### config.mk
export PLATFORM = sky130hd
export DESIGN_NAME = mem_arbiter
export DESIGN_NICKNAME = d
export VERILOG_FILES = /design/src/rtl/cpu_types_pkg.sv /design/src/rtl/mem_arbiter.sv
export SDC_FILE = /design/constraint.sdc
export NUM_CORES = 1
export LEC_CHECK = 0
export CAP_MARGIN = 20
export CORE_AREA = 2 2 104 106
export DETAILED_ROUTE_END_ITERATION = 6
export DIE_AREA = 0 0 106 108
export SLEW_MARGIN = 40
export SYNTH_ARGS = -nofsm -noshare
export SYNTH_HDL_FRONTEND = slang
export SYNTH_SLANG_ARGS = --single-unit
### constraint.sdc
create_clock -name CLK -period 3.5 [get_ports CLK]
set_input_delay 0.7 -clock CLK [delete_from_list [all_inputs] [get_ports CLK]]
set_output_delay 0.7 -clock CLK [all_outputs]
set_load 0.03 [all_outputs]
### src/rtl/cpu_types_pkg.sv
// Shared types for the memory arbiter: data word, RAM handshake state and
// arbiter grant state.
package cpu_types_pkg;

  typedef logic [31:0] word_t;

  typedef enum logic [1:0] {
    FREE   = 2'd0,
    BUSY   = 2'd1,
    ACCESS = 2'd2,
    ERROR  = 2'd3
  } ramstate_t;

  typedef enum logic [1:0] {
    IDLE   = 2'd0,
    IGRANT = 2'd1,
    DGRANT = 2'd2
  } arb_state_t;

endpackage

### src/rtl/mem_arbiter.sv
// Single-port RAM arbiter between the icache fill port and the dcache port.
// Data has priority; a starvation counter forces an instruction grant.
module mem_arbiter
  import cpu_types_pkg::*;
#(
  parameter int WORD_W       = 32,
  parameter int ADDR_W       = 32,
  parameter int STARVE_LIMIT = 4
) (
  input  logic              CLK,
  input  logic              nRST,
  input  logic              iREN,
  input  logic [ADDR_W-1:0] iaddr,
  output logic              iwait,
  output logic [WORD_W-1:0] iload,
  input  logic              dREN,
  input  logic              dWEN,
  input  logic [ADDR_W-1:0] daddr,
  input  logic [WORD_W-1:0] dstore,
  output logic              dwait,
  output logic [WORD_W-1:0] dload,
  output logic              ram_ren,
  output logic              ram_wen,
  output logic [ADDR_W-1:0] ram_addr,
  output logic [WORD_W-1:0] ram_store,
  input  logic [WORD_W-1:0] ram_load,
  input  logic [1:0]        ram_state
);

  localparam int              CNT_W = $clog2(STARVE_LIMIT + 1);
  localparam logic [CNT_W-1:0] LIMIT = CNT_W'(STARVE_LIMIT);

  arb_state_t       state_q, state_d;
  logic [CNT_W-1:0] starve_q, starve_d;

  logic dreq;
  logic access;
  logic i_done;
  logic d_done;

  assign dreq   = dREN | dWEN;
  assign access = (ramstate_t'(ram_state) == ACCESS);
  assign i_done = (state_q == IGRANT) & access;
  assign d_done = (state_q == DGRANT) & access;
  assign iwait  = iREN & ~i_done;
  assign dwait  = dreq & ~d_done;

  // Grant sequencing: every completion or abort passes back through IDLE.
  always_comb begin
    state_d = state_q;
    case (state_q)
      IDLE: begin
        if (dreq && !(iREN && (starve_q == LIMIT))) begin
          state_d = DGRANT;
        end else if (iREN) begin
          state_d = IGRANT;
        end else begin
          state_d = IDLE;
        end
      end
      IGRANT: begin
        if (!iREN || access) begin
          state_d = IDLE;
        end else begin
          state_d = IGRANT;
        end
      end
      DGRANT: begin
        if (!dreq || access) begin
          state_d = IDLE;
        end else begin
          state_d = DGRANT;
        end
      end
      default: state_d = IDLE;
    endcase
  end

  // Counts data completions that overtook a waiting instruction fetch.
  always_comb begin
    starve_d = starve_q;
    if (!iREN || i_done) begin
      starve_d = '0;
    end else if (d_done && dreq && (starve_q != LIMIT)) begin
      starve_d = starve_q + CNT_W'(1);
    end else begin
      starve_d = starve_q;
    end
  end

  always_ff @(posedge CLK or negedge nRST) begin
    if (!nRST) begin
      state_q  <= IDLE;
      starve_q <= '0;
    end else begin
      state_q  <= state_d;
      starve_q <= starve_d;
    end
  end

  // RAM drive follows the granted requester's live inputs, so an abort
  // removes the enables without waiting for the state register.
  always_comb begin
    ram_ren   = 1'b0;
    ram_wen   = 1'b0;
    ram_addr  = '0;
    ram_store = '0;
    iload     = '0;
    dload     = '0;
    case (state_q)
      IGRANT: begin
        if (iREN) begin
          ram_ren  = 1'b1;
          ram_addr = iaddr;
          iload    = ram_load;
        end else begin
          ram_ren  = 1'b0;
        end
      end
      DGRANT: begin
        if (dWEN) begin
          ram_wen   = 1'b1;
          ram_addr  = daddr;
          ram_store = dstore;
        end else if (dREN) begin
          ram_ren  = 1'b1;
          ram_addr = daddr;
          dload    = ram_load;
        end else begin
          ram_ren  = 1'b0;
        end
      end
      default: ram_ren = 1'b0;
    endcase
  end

endmodule
==> results.sh <==
export IMPL_status="completed"
export IMPL_irDropWorstVdd_v=0.000174
export IMPL_numCtsBuffers=3
export IMPL_first_iter_violations=132
export IMPL_cts_setup_buffers=0
export IMPL_start_util=0.157
export IMPL_skew_ns=0.00191
export IMPL_synth_ff_type="dfrtp_1"
export IMPL_synthCells=236
export IMPL_synth_top_cells_by_count="and3_1 (60), and2_1 (35), a22oi_1 (33), nor2b_1 (33), clkbuf_1 (18)"
export IMPL_cts_hold_buf=0
export IMPL_htree_levels=1
export IMPL_ys_warnings_count=0
export IMPL_syn_area_um2=1610
export IMPL_die_h_um=108
export IMPL_routabilityCongestion=0.834
export IMPL_synth_top_area_cell="and3_1"
export IMPL_power_density_nw_per_um2=312
export IMPL_period_share=0.874
export IMPL_hpwl_um=7430
export IMPL_grt_pass1_vias=2526
export IMPL_ant_nets=0
export IMPL_path_clk_slew_ns=0.03
export IMPL_grt_max_degree=37
export IMPL_coreArea_um2=10200
export IMPL_gr_total_overflow=0
export IMPL_synth_most_common_cell="and3_1"
export IMPL_portBuffers=266
export IMPL_drcViolationCount=0
export IMPL_area_delta_synth_final_pct=165
export IMPL_grt_pass1_wl_um=13300
export IMPL_synth_top_area_frac=0.234
export IMPL_max_clock_path_buffers=2
export IMPL_cts_root_buf="clkbuf_8"
export IMPL_slew_viol_final=0
export IMPL_fin_nets=629
export IMPL_synthesis_nets=377
export IMPL_antenna_found_initial=0
export IMPL_firstDrtPassIters=5
export IMPL_crit_arrival_ns=2.36
export IMPL_fp_dieArea_um2=11400
export IMPL_vias_per_cell=4.31
export IMPL_dieWidth_um=106
export IMPL_endpoint_kind="output pin"
export IMPL_rsz0062_at_grt="no"
export IMPL_required_ns=2.80
export IMPL_layout_drive_gt1_share=0.197
export IMPL_synth_cell_types=26
export IMPL_synthArstFlopShare=1.00
export IMPL_synth_enable_flop_cells=0
export IMPL_layout_min_cycle_time_ns=3.06
export IMPL_cts_resized=0
export IMPL_yosysSeqAreaShare=0.0779
export IMPL_grt_use_total=0.143
export IMPL_hold_violations=0
export IMPL_clock_sinks=5
export IMPL_syn_area_per_cell_um2=6.81
export IMPL_tns_ns=0
export IMPL_crit_type="primary input to output pin"
export IMPL_worstSetupStartpointType="primary input"
export IMPL_slew_headroom=0.692
export IMPL_leakagePower_nw=1.94
export IMPL_critPathMaxFanout=23
export IMPL_pin_count=267
export IMPL_cts_tree="done"
export IMPL_worst_pin_slew_ns=0.462
export IMPL_setup_viol=0
export IMPL_antenna_cells=0
export IMPL_vias=2685
export IMPL_insertion_delay_ns=0.22
export IMPL_hp_class="flip-flop to flip-flop"
export IMPL_rrSetupSlack_ns=1.67
export IMPL_max_cap_viol_count=0
export IMPL_max_clock_freq_mhz=327
export IMPL_finalPower_w=0.00133
export IMPL_wl_per_cell_um=14.7
export IMPL_synth_seq_cells=5
export IMPL_wirelength_um=9160
export IMPL_yosys_top_cells_area="and3_1 (23%), a22oi_1 (15%), and2_1 (14%), nor2b_1 (13%), dfrtp_1 (7.8%)"
export IMPL_fp_row_count=37
export IMPL_fill_cells=1054
[through the flow]
step	instance area, um^2	util	instances	hold WS [ns]	worst slack, ns
after floorplan	1610	-	236	0.404	1.06
after global placement	4220	0.412	619	0.551	0.436
after detailed placement	4220	0.412	619	0.556	0.425
after CTS	4260	0.417	623	0.565	0.411
after global routing	4260	0.417	623	0.592	0.300
final	4260	0.417	623	0.564	0.443
[power by group]
group | total [W] | internal [W] | switching (W)
Combinational | 0.00115 | 0.000525 | 0.000627
Sequential | 0.0000707 | 0.0000650 | 0.00000572
Clock | 0.000106 | 0.0000782 | 0.0000283
[cell families (layout without fill, tap and decap cells)]
kind of cell,count (synthesis),in the layout,synth area share
flops,5,5,0.0779
simple gates,144,144,0.557
fa+ha+maj,6,6,0.0467
buf+inv,35,286,0.108
compound gates,46,46,0.210
[layout by cell type (no fill, tap or decap), drive strengths merged]
| cell | count |
|---|---|
| a21oi | 5 |
| a22oi | 33 |
| and2 | 35 |
| and3 | 64 |
| buf | 86 |
| clkbuf | 4 |
| clkdlybuf4s50 | 189 |
| dfrtp | 5 |
| ha | 6 |
| inv | 7 |
| nand2 | 3 |
| nand2b | 2 |
| nand3 | 1 |
| nand4 | 2 |
| nor2 | 2 |
| nor2b | 33 |
| nor3 | 1 |
| o21a | 2 |
| o21ai | 3 |
| o31ai | 2 |
| o41ai | 1 |
| or4 | 1 |
[state kept, by name, summed over array words and instances (netlist names)]
register / count
state_q: 2
starve_q: 3
[area by class of cell]
class                   count  area (um^2)  area share
well taps                 136          170      0.0399
repair buffers            275         2590       0.607
inverters                   7         26.3     0.00616
flip-flops and latches      5          125      0.0293
multi-input cells         196         1310       0.307
clock buffers               4         45.0      0.0106
[worst paths after layout]
| path | to | from | cells after the start |
|---|---|---|---|
| worst max-delay path | ram_addr[5] | dWEN | 7 |
| worst min-delay path | starve_q[0] | starve_q[0] | 2 |
| worst max register to register | starve_q[2] | state_q[0] | 6 |
| worst min register to register | starve_q[0] | starve_q[0] | 2 |
| max in group asynchronous | starve_q[1] | nRST | 1 |
| min in group asynchronous | state_q[0] | nRST | 1 |
[critical path, stage by stage]
cell	delay, ns
clkdlybuf4s50_1	0.49
buf_4	0.24
o21a_1	0.18
buf_4	0.28
a22oi_1	0.14
nor2b_1	0.14
buf_4	0.18
[routing by layer]
metal  routed length [um]  part of all wire  global-route usage  up-vias
li1                     -                 -                   -     1337
met1                 3330              0.36               0.156     1212
met2                 4960              0.54               0.279      126
met3                  726             0.079              0.0374       10
met4                  136             0.015              0.0273        0
met5                    0                 0                   0        -
Note: power is estimated with default switching activity, not from simulation.
